## config.mk

```make
export PLATFORM = sky130hd
export DESIGN_NAME = mc_ctrl
export DESIGN_NICKNAME = d
export VERILOG_FILES = /design/src/rtl/mc_ctrl.sv
export SDC_FILE = /design/constraint.sdc
export NUM_CORES = 1
export LEC_CHECK = 0
export BUFFER_PORTS_ARGS = -buffer_cell sky130_fd_sc_hd__buf_2
export CAP_MARGIN = 5
export CORE_MARGIN = 4
export CORE_UTILIZATION = 44
export DETAILED_ROUTE_END_ITERATION = 10
export HOLD_SLACK_MARGIN = 0.08
export PLACE_DENSITY_LB_ADDON = 0.05
export SLEW_MARGIN = 20
export SYNTH_ARGS = -nofsm -noshare
export SYNTH_HDL_FRONTEND = slang
export SYNTH_SLANG_ARGS = --single-unit
export TNS_END_PERCENT = 100
```

## constraint.sdc

```tcl
create_clock -name clk -period 2.1 [get_ports clk]
set_input_delay 0.105 -clock clk [delete_from_list [all_inputs] [get_ports clk]]
set_output_delay 0.105 -clock clk [all_outputs]
set_load 0.02 [all_outputs]
```

## src/rtl/mc_ctrl.sv

```systemverilog
// mc_ctrl: multi-cycle control sequencer for the MIPS datapath.
// Steps every instruction through FETCH/DECODE/EXE/MEM/WB and emits the
// per-state strobes for PC, IR, register file, ALU and data memory.
//
// Ports:
//   clk, rst            clock; synchronous active-low reset
//   op, funct, rt       instruction fields from the instruction register
//   zero, sign          ALU zero flag and busA[31], for branch resolution
//   mem_ready           data memory completes the access this cycle
//   pcWr, pcSrc, irWr   PC load / PC source select / IR load
//   regWr, regDst,      register file write enable, destination select,
//   memToReg            write-back source select
//   memRd, memWr        data memory requests
//   aluSrcB, extOp,     ALU operand B select, immediate extension mode,
//   aluOp               ALU operation
//   illegal             sticky undefined-instruction flag
//   state               current FSM state (debug)
//
// Build option: define MC_PERF_CNT_EN to add cyc_cnt/ins_cnt performance
// counters (cycles and retired instructions, both frozen in TRAP).
module mc_ctrl #(
  parameter int unsigned RA_IDX = 31,
  parameter int unsigned ST_W   = 3
) (
  input  logic            clk,
  input  logic            rst,
  input  logic [5:0]      op,
  input  logic [5:0]      funct,
  input  logic [4:0]      rt,
  input  logic            zero,
  input  logic            sign,
  input  logic            mem_ready,
  output logic            pcWr,
  output logic [1:0]      pcSrc,
  output logic            irWr,
  output logic            regWr,
  output logic [1:0]      regDst,
  output logic [1:0]      memToReg,
  output logic            memRd,
  output logic            memWr,
  output logic            aluSrcB,
  output logic            extOp,
  output logic [4:0]      aluOp,
  output logic            illegal,
  output logic [ST_W-1:0] state
`ifdef MC_PERF_CNT_EN
  ,
  output logic [31:0]     cyc_cnt,
  output logic [31:0]     ins_cnt
`endif
);

  // Elaboration-time sanity checks on the parameters
  if (ST_W < 3) begin : g_st_w_chk
    $error("mc_ctrl: ST_W must be at least 3");
  end
  if (RA_IDX > 31) begin : g_ra_idx_chk
    $error("mc_ctrl: RA_IDX must index one of 32 registers");
  end

  localparam logic [2:0] S_FETCH  = 3'd0;
  localparam logic [2:0] S_DECODE = 3'd1;
  localparam logic [2:0] S_EXE    = 3'd2;
  localparam logic [2:0] S_MEM    = 3'd3;
  localparam logic [2:0] S_ALUWB  = 3'd4;
  localparam logic [2:0] S_MEMWB  = 3'd5;
  localparam logic [2:0] S_TRAP   = 3'd6;

  localparam logic [5:0] OP_RTYPE  = 6'b000000;
  localparam logic [5:0] OP_REGIMM = 6'b000001;
  localparam logic [5:0] OP_J      = 6'b000010;
  localparam logic [5:0] OP_JAL    = 6'b000011;
  localparam logic [5:0] OP_BEQ    = 6'b000100;
  localparam logic [5:0] OP_ADDIU  = 6'b001001;
  localparam logic [5:0] OP_ORI    = 6'b001101;
  localparam logic [5:0] OP_LUI    = 6'b001111;
  localparam logic [5:0] OP_LW     = 6'b100011;
  localparam logic [5:0] OP_SW     = 6'b101011;

  localparam logic [5:0] FN_SLL  = 6'b000000;
  localparam logic [5:0] FN_SRL  = 6'b000010;
  localparam logic [5:0] FN_JR   = 6'b001000;
  localparam logic [5:0] FN_ADDU = 6'b100001;
  localparam logic [5:0] FN_SUBU = 6'b100011;
  localparam logic [5:0] FN_AND  = 6'b100100;
  localparam logic [5:0] FN_OR   = 6'b100101;
  localparam logic [5:0] FN_SLT  = 6'b101010;

  localparam logic [4:0] RT_BLTZ = 5'b00000;
  localparam logic [4:0] RT_BGEZ = 5'b00001;

  localparam logic [4:0] ALU_ADD = 5'd0;
  localparam logic [4:0] ALU_SUB = 5'd1;
  localparam logic [4:0] ALU_OR  = 5'd2;
  localparam logic [4:0] ALU_AND = 5'd3;
  localparam logic [4:0] ALU_SLT = 5'd4;
  localparam logic [4:0] ALU_SLL = 5'd5;
  localparam logic [4:0] ALU_SRL = 5'd6;
  localparam logic [4:0] ALU_LUI = 5'd7;

  localparam logic [1:0] PC_SEQ = 2'd0;
  localparam logic [1:0] PC_BR  = 2'd1;
  localparam logic [1:0] PC_JMP = 2'd2;
  localparam logic [1:0] PC_JR  = 2'd3;

  localparam logic [1:0] DST_RT = 2'd0;
  localparam logic [1:0] DST_RD = 2'd1;
  localparam logic [1:0] DST_RA = 2'd2;

  localparam logic [1:0] WB_ALU = 2'd0;
  localparam logic [1:0] WB_DM  = 2'd1;
  localparam logic [1:0] WB_PC  = 2'd2;

  logic [2:0] state_q;
  logic [2:0] state_d;

  logic       fn_ok;
  logic [4:0] r_alu_op;
  logic       r_type, is_alu_r, is_jr, is_j, is_jal, is_beq, is_bgez, is_bltz;
  logic       is_addiu, is_ori, is_lui, is_lw, is_sw, ins_ok;

  // R-type funct decode (jr is handled separately as a jump)
  always_comb begin : r_decode
    fn_ok    = 1'b1;
    r_alu_op = ALU_ADD;
    case (funct)
      FN_ADDU: r_alu_op = ALU_ADD;
      FN_SUBU: r_alu_op = ALU_SUB;
      FN_OR:   r_alu_op = ALU_OR;
      FN_AND:  r_alu_op = ALU_AND;
      FN_SLT:  r_alu_op = ALU_SLT;
      FN_SLL:  r_alu_op = ALU_SLL;
      FN_SRL:  r_alu_op = ALU_SRL;
      default: fn_ok    = 1'b0;
    endcase
  end

  assign r_type   = (op == OP_RTYPE);
  assign is_alu_r = r_type && fn_ok;
  assign is_jr    = r_type && (funct == FN_JR);
  assign is_j     = (op == OP_J);
  assign is_jal   = (op == OP_JAL);
  assign is_beq   = (op == OP_BEQ);
  assign is_bgez  = (op == OP_REGIMM) && (rt == RT_BGEZ);
  assign is_bltz  = (op == OP_REGIMM) && (rt == RT_BLTZ);
  assign is_addiu = (op == OP_ADDIU);
  assign is_ori   = (op == OP_ORI);
  assign is_lui   = (op == OP_LUI);
  assign is_lw    = (op == OP_LW);
  assign is_sw    = (op == OP_SW);
  assign ins_ok   = is_alu_r | is_jr | is_j | is_jal | is_beq | is_bgez | is_bltz |
                    is_addiu | is_ori | is_lui | is_lw | is_sw;

  // Next state and strobes; a cycle with rst=0 sampled emits no strobes at all
  always_comb begin : fsm_comb
    state_d  = state_q;
    pcWr     = 1'b0;
    pcSrc    = PC_SEQ;
    irWr     = 1'b0;
    regWr    = 1'b0;
    regDst   = DST_RT;
    memToReg = WB_ALU;
    memRd    = 1'b0;
    memWr    = 1'b0;
    aluSrcB  = 1'b0;
    extOp    = 1'b0;
    aluOp    = ALU_ADD;
    if (rst) begin
      case (state_q)
        S_FETCH: begin
          irWr    = 1'b1;
          pcWr    = 1'b1;
          state_d = S_DECODE;
        end
        S_DECODE: begin
          if (is_j || is_jal) begin
            pcWr    = 1'b1;
            pcSrc   = PC_JMP;
            state_d = S_FETCH;
            if (is_jal) begin
              // link value is the PC already advanced during FETCH
              regWr    = 1'b1;
              regDst   = DST_RA;
              memToReg = WB_PC;
            end
          end else if (is_jr) begin
            pcWr    = 1'b1;
            pcSrc   = PC_JR;
            state_d = S_FETCH;
          end else if (ins_ok) begin
            state_d = S_EXE;
          end else begin
            state_d = S_TRAP;
          end
        end
        S_EXE: begin
          state_d = S_ALUWB;
          if (is_alu_r) begin
            aluOp = r_alu_op;
          end else if (is_addiu) begin
            aluSrcB = 1'b1;
            extOp   = 1'b1;
          end else if (is_ori) begin
            aluOp   = ALU_OR;
            aluSrcB = 1'b1;
          end else if (is_lui) begin
            aluOp   = ALU_LUI;
            aluSrcB = 1'b1;
          end else if (is_lw || is_sw) begin
            aluSrcB = 1'b1;
            extOp   = 1'b1;
            state_d = S_MEM;
          end else if (is_beq) begin
            aluOp   = ALU_SUB;
            pcWr    = zero;
            pcSrc   = PC_BR;
            state_d = S_FETCH;
          end else if (is_bgez || is_bltz) begin
            pcWr    = is_bgez ? ~sign : sign;
            pcSrc   = PC_BR;
            state_d = S_FETCH;
          end else begin
            state_d = S_TRAP;
          end
        end
        S_MEM: begin
          // keep the address computation and request steady until memory is ready
          aluSrcB = 1'b1;
          extOp   = 1'b1;
          memRd   = is_lw;
          memWr   = is_sw;
          if (mem_ready) begin
            state_d = is_lw ? S_MEMWB : S_FETCH;
          end
        end
        S_ALUWB: begin
          regWr   = 1'b1;
          regDst  = r_type ? DST_RD : DST_RT;
          state_d = S_FETCH;
        end
        S_MEMWB: begin
          regWr    = 1'b1;
          memToReg = WB_DM;
          state_d  = S_FETCH;
        end
        S_TRAP:  state_d = S_TRAP;
        default: state_d = S_FETCH;
      endcase
    end
  end

  // State register and sticky illegal flag
  always_ff @(posedge clk) begin
    if (!rst) begin
      state_q <= S_FETCH;
      illegal <= 1'b0;
    end else begin
      state_q <= state_d;
      if (state_d == S_TRAP) begin
        illegal <= 1'b1;
      end
    end
  end

  assign state = ST_W'(state_q);

`ifdef MC_PERF_CNT_EN
  // Cycle and retired-instruction counters, frozen once trapped
  always_ff @(posedge clk) begin
    if (!rst) begin
      cyc_cnt <= 32'd0;
      ins_cnt <= 32'd0;
    end else if (state_q != S_TRAP) begin
      cyc_cnt <= cyc_cnt + 32'd1;
      if ((state_q != S_FETCH) && (state_d == S_FETCH)) begin
        ins_cnt <= ins_cnt + 32'd1;
      end
    end
  end
`endif

endmodule

```

# Word-level counts from Yosys, hierarchy flattened
# Index checks and enable logic that the tools add are counted.
word_totals:
  regBits: 4
  output_inout_bits: 22
  input_bits: 22
  word_cells: 128
classes:
  reduce_logical: 13
  n_eq_ne: 24
  n_bitwise: 12
  mux: 77
ops:
  columns: ["op", "count"]
  rows:
  - ["$mux 3", 16]
  - ["$eq 6x6->1 const B", 7]
  - ["$mux 1", 42]
  - ["$eq 6x4->1 const B", 4]
  - ["$eq 6x2->1 const B", 3]
  - ["$pmux 3 s6", 1]
  - ["$mux 5", 3]
  - ["$pmux 3 s5", 1]
  - ["$mux 2", 7]
  - ["$eq 3x3->1 const B", 4]
  - ["$logic_not 6->1", 2]
  - ["$pmux 2 s2", 3]
  - ["$or 1x1->1", 11]
  - ["$reduce_or 7->1", 1]
  - ["$eq 3x2->1 const B", 2]
  - ["$eq 6x1->1 const B", 1]
  - ["$eq 6x3->1 const B", 1]
  - ["$pmux 1 s2", 3]
  - ["$eq 5x1->1 const B", 1]
  - ["$logic_not 5->1", 1]
  - ["$logic_and 1x1->1", 4]
  - ["$eq 3x1->1 const B", 1]
  - ["$logic_not 3->1", 1]
  - ["$logic_or 1x1->1", 3]
  - ["3 further kinds", 3]

# Logic depth before layout (Yosys ltp)
logic_depth:
  ltp_word: 21
  mapped_depth: 7
  depth_no_buf: 6

# Worst setup path before layout
# Ideal clock, no wire load.
synth_path:
  kind: "in2reg"
  startpoint: "input op[3]"
  endpoint: "register illegal"
  setup_ps: 130
  required_time_ps: 1970
  stages: 7
  slack_ps: 254
  path_buffers: 1
  arrival_ps: 1716
  path_cell_list: "buf_2 > or4_4 > nor4_4 > o311ai_1 > o311a_1 > a222oi_1 > o31ai_1"
synth_via:
  elab_chain_cells: 19
  word_cells_on_any_way: 43
  cone_classes: "10 x eq/ne; 14 x mux; 11 x bitwise; 8 x reduce/logical"
synth_lines:
  columns: ["item", "line", "rtl"]
  rows:
  - ["start, declared", "27", "input logic [5:0] op,"]
  - ["$logic_not 6->1", "138", "assign r_type = (op == OP_RTYPE);"]
  - ["$logic_and 1x1->1 (on tied branches)", "139, 140", null]
  - ["$or 1x1->1 (7 in series)", "151", "assign ins_ok = is_alu_r | is_jr | is_j | is_jal | is_beq | is_bgez | is_bltz |"]
  - ["$or 1x1->1 (4 in series)", "152", "is_addiu | is_ori | is_lui | is_lw | is_sw;"]
  - ["$mux 3", "190", "end else if (ins_ok) begin"]
  - ["$mux 3", "186", "end else if (is_jr) begin"]
  - ["$mux 3", "176", "if (is_j || is_jal) begin"]
  - ["$pmux 3 s5 (*)", "169", "case (state_q)"]
  - ["$mux 3 (*)", "168", "if (rst) begin"]
  - ["$eq 3x3->1 (*)", "259", "if (state_d == S_TRAP) begin"]
  - ["end signal, assigned", "256", "illegal <= 1'b0;"]
  - ["end signal, assigned", "260", "illegal <= 1'b1;"]
  - ["end, declared", "44", "output logic illegal,"]
# Every way passes the cells marked *; elsewhere a longest branch is shown, timed or not.
# A chain may end at the register's enable or synchronous reset.

# Worst setup path after layout
layout_path:
  startpoint: "input op[5]"
  endpoint: "output pcWr"
layout_via:
  elab_chain_cells: 12
  word_cells_on_any_way: 29
  cone_classes: "9 x eq/ne; 12 x mux; 8 x reduce/logical"
layout_lines:
  columns: ["item", "line", "rtl"]
  rows:
  - ["$eq 6x1->1", "144, 145", null]
  - ["$logic_and 1x1->1 (on tied branches)", "144, 145", null]
  - ["$mux 1 / $logic_or 1x1->1 (equally long branches)", "219, 218", null]
  - ["$mux 1", "218", "end else if (is_bgez || is_bltz) begin"]
  - ["$mux 1", "213", "end else if (is_beq) begin"]
  - ["$mux 1", "209", "end else if (is_lw || is_sw) begin"]
  - ["$mux 1", "206", "end else if (is_lui) begin"]
  - ["$mux 1", "203", "end else if (is_ori) begin"]
  - ["$mux 1", "200", "end else if (is_addiu) begin"]
  - ["$mux 1", "198", "if (is_alu_r) begin"]
  - ["$pmux 1 s3 (*)", "169", null]
  - ["$mux 1 (*)", "168", null]
  - ["end, declared", "33", "output logic pcWr,"]
# Marks and branches as above.

==> metrics.json <==
{
  "grt_max_degree": 13,
  "drtIter0Drc": 27,
  "synth.yosys.warnings": 0,
  "detailedPlace.worstSlack_ps": 127.8,
  "regToRegEndpoint": "illegal$_SDFFE_PN0N_",
  "path_class": "input port to primary output",
  "pin_count": 44,
  "cts_num_sinks": 4,
  "drt-pass1-iter-count": 4,
  "worst_ir_drop_vdd_mv": 0.3513,
  "post_synth_instance_area_um2": 808.3,
  "finalCritPeriodShare_pct": 92.96,
  "timing.setup.tns_ps": 0,
  "initial_utilization_pct": 46.81,
  "final_std_cells_w_o_fill": 191,
  "synth_xor_xnor_area_share_pct": 1.084,
  "fin_nets": 190,
  "crit_required_ps": 2000,
  "clk_path_buf_depth": 2,
  "die_height_um": 50.86,
  "row_count": 15,
  "final_hold_viol_count": 0,
  "postCtsSetupRepairBufs": 0,
  "worst_hold_slack_ps": 202.1,
  "die_width_um": 50.86,
  "final_design_area_excluding_fillers_um2": 1042,
  "comb_power_share_pct": 67.9,
  "post_cts.resized_instances": 0,
  "deepest_level_of_the_cts_h_tree": 1,
  "clk_root_buf": "clkbuf_4",
  "cts_hold_buffers": 0,
  "timing.hold.worst_endpoint": "illegal$_SDFFE_PN0N_",
  "worst_setup_path_start_kind": "input port",
  "core_um2": 1727,
  "timing.hold.worst.start": "rst",
  "ff2ff_path_depth": 5,
  "remaining_drc_errors": 0,
  "synth_fa_ha_area_share_pct": 0,
  "clk_pin_slew_ps": 30,
  "placed_wire_length_estimate_after_detailed_placement_um": 1961,
  "layout-drive-gt1-share_pct": 30.12,
  "cts_tree": "done",
  "timing.critical_path.to_type": "primary output",
  "placed_cells_incl_taps": 188,
  "globalRoute.totalOverflow": 0,
  "synth_edf_count": 0,
  "switchingPower_uw": 367.3,
  "antenna-diode-count": 0,
  "clkLatencyLatePin_ps": 240,
  "skew_ps": 6.094,
  "number_of_antenna_violations_at_the_first_check_in_global_routing": 0,
  "holdPathStages": 3,
  "netSwitchingFraction_pct": 51.20,
  "drt-vias-per-instance": 5.550,
  "ant_nets": 0,
  "synth_cell_type_count": 47,
  "drv.max_cap_violation_count": 0,
  "detail_route.wl_per_cell_um": 12.64,
  "overall_via_count_from_detail_route": 1060,
  "synth_seq_cells": 4,
  "min_path_type": "input port to flip-flop",
  "synthesis.area_per_instance_um2": 6.266,
  "clock_power_share_pct": 13.2,
  "power.static_leakage_nw": 0.4866,
  "globalplace.congestion": 0.8653,
  "worst_r2r_start": "state[2]$_SDFF_PN0_",
  "wirelength_um": 2414,
  "placement.cell_area_um2": 1020,
  "die_area_um2": 2587,
  "synthCells": 129,
  "cell_internal_pwr_uw": 350.1,
  "first_global_vias": 910,
  "critical_path.max_fanout": 8,
  "area.growth.synth_to_final_pct": 28.95,
  "finalSetupViolations": 0,
  "grt_setup_unrepaired": "false",
  "buffers_added_on_ports": 41,
  "design_power_total_uw": 717.4,
  "cts_inserted_buffers": 3,
  "total_routing_resource_utilization_after_global_routing_pct": 19.53,
  "tmin_final_ps": 1952,
  "final_ws_setup_ps": 147.9,
  "power_per_cell_area_nw_per_um2": 688.3,
  "cp_data_arrival_time_ps": 1850,
  "grt_pass1_wl_um": 3926,
  "synth_flop_cell": "dfxtp_1",
  "yosys.area_share.simple_pct": 50.31,
  "run_status": "complete, no violations",
  "synth_area_in_compound_gates_pct": 25.70,
  "timing.fmax_mhz": 512.3,
  "slew_viol_final": 0,
  "largest_family_of_logic_cells_by_synthesized_area": "simple AND/OR/NAND/NOR gates",
  "pwr-share-seq_pct": 18.9,
  "multiplexer_fraction_of_the_synthesized_cell_area_pct": 3.870,
  "final_core_util_pct": 60.36,
  "ff2ff_setup_slack_ps": 430,
  "synth-seq-area-share_pct": 9.907,
  "synth_async_sr_flop_share_pct": 0
}
[power groups by stage]
stage	clock (mW)	sequential (mW)	combinational (mW)
after floorplan	0	0.168	0.312
after global placement	0	0.136	0.480
after detailed placement	0	0.136	0.485
after CTS	0.0959	0.135	0.487
after global routing	0.106	0.141	0.541
final	0.0950	0.136	0.487
[synthesized netlist by cell type (all sizes together), types with 3 or more instances]
library cell   n  area, µm²
a211oi         3      22.52
a21oi          5      25.02
buf            4      25.02
clkbuf         7      26.28
dfxtp          4      80.08
inv            5      18.77
nand2         16      60.06
nand2b         5      31.28
nand3          6      30.03
nor2          17      63.81
nor2b          5      31.28
nor3           8      40.04
o21ai          5      25.02
o31ai          3      22.52
or3            3      18.77
[layout by cell type (no fill, tap or decap), types with 2 or more instances in the layout]
cell / synthesis / final
inv_1: 5 / 5
conb_1: 1 / 2
nor2_1: 17 / 17
nand4_1: 2 / 2
a21oi_1: 5 / 5
nor3b_1: 2 / 2
nand2_1: 16 / 16
nand2b_1: 5 / 5
buf_4: 2 / 3
nor2b_1: 5 / 5
or3_1: 3 / 3
o21ai_0: 4 / 4
dfxtp_1: 4 / 4
buf_2: 2 / 41
a211oi_1: 3 / 3
clkbuf_4: 0 / 3
nand3_1: 6 / 6
o31ai_1: 3 / 3
nor3_1: 8 / 8
mux2i_1: 2 / 2
[cell families (layout without fill, tap and decap cells)]
| kind of cell | count (synthesis) | count (layout) |
|---|---|---|
| flip-flops | 4 | 4 |
| buffers and inverters | 16 | 52 |
| XOR/XNOR | 1 | 1 |
| other | 1 | 2 |
| AND/OR/NAND/NOR | 75 | 75 |
| multiplexers | 3 | 3 |
| AO/OA/AOI/OAI | 29 | 29 |
[routing by layer]
layer / up-vias / global-route usage [%] / part of all wire (%)
li1: 544 / - / -
met1: 478 / 24.78 / 45
met2: 36 / 32.83 / 47
met3: 2 / 3.207 / 7.0
met4: 0 / 7.623 / 0.46
met5: - / 0 / 0
[worst max-delay path by stage]
stage / slack, ps / endpoint / start / depth (start not counted)
after floorplan: 250 / illegal$_SDFFE_PN0N_ / op[3] / 7
after global placement: 170 / illegal$_SDFFE_PN0N_ / op[5] / 7
after detailed placement: 130 / illegal$_SDFFE_PN0N_ / op[5] / 7
after CTS: 140 / pcWr / op[5] / 7
after global routing: 10 / pcWr / op[5] / 7
final: 150 / pcWr / op[5] / 7
[worst max-delay path, cell delays in order]
cell	delay (ps)
buf_2	140
or4_4	550
nor4_4	200
nand3_1	220
a311o_1	360
o21ai_1	80
buf_2	180
[flip-flops by register name (all words and copies together), names as in the netlist]
signal,count
state,3
illegal,1
[cell type report]
cell class	instances	area [µm²]
sequential	4	80.08
fill	189	684.4
clock buffer	3	22.52
multi-input combinational	110	661.9
timing repair buffer	44	227.7
inverter	5	18.77
tap	25	31.28
Power figures use the tool's default switching activity.
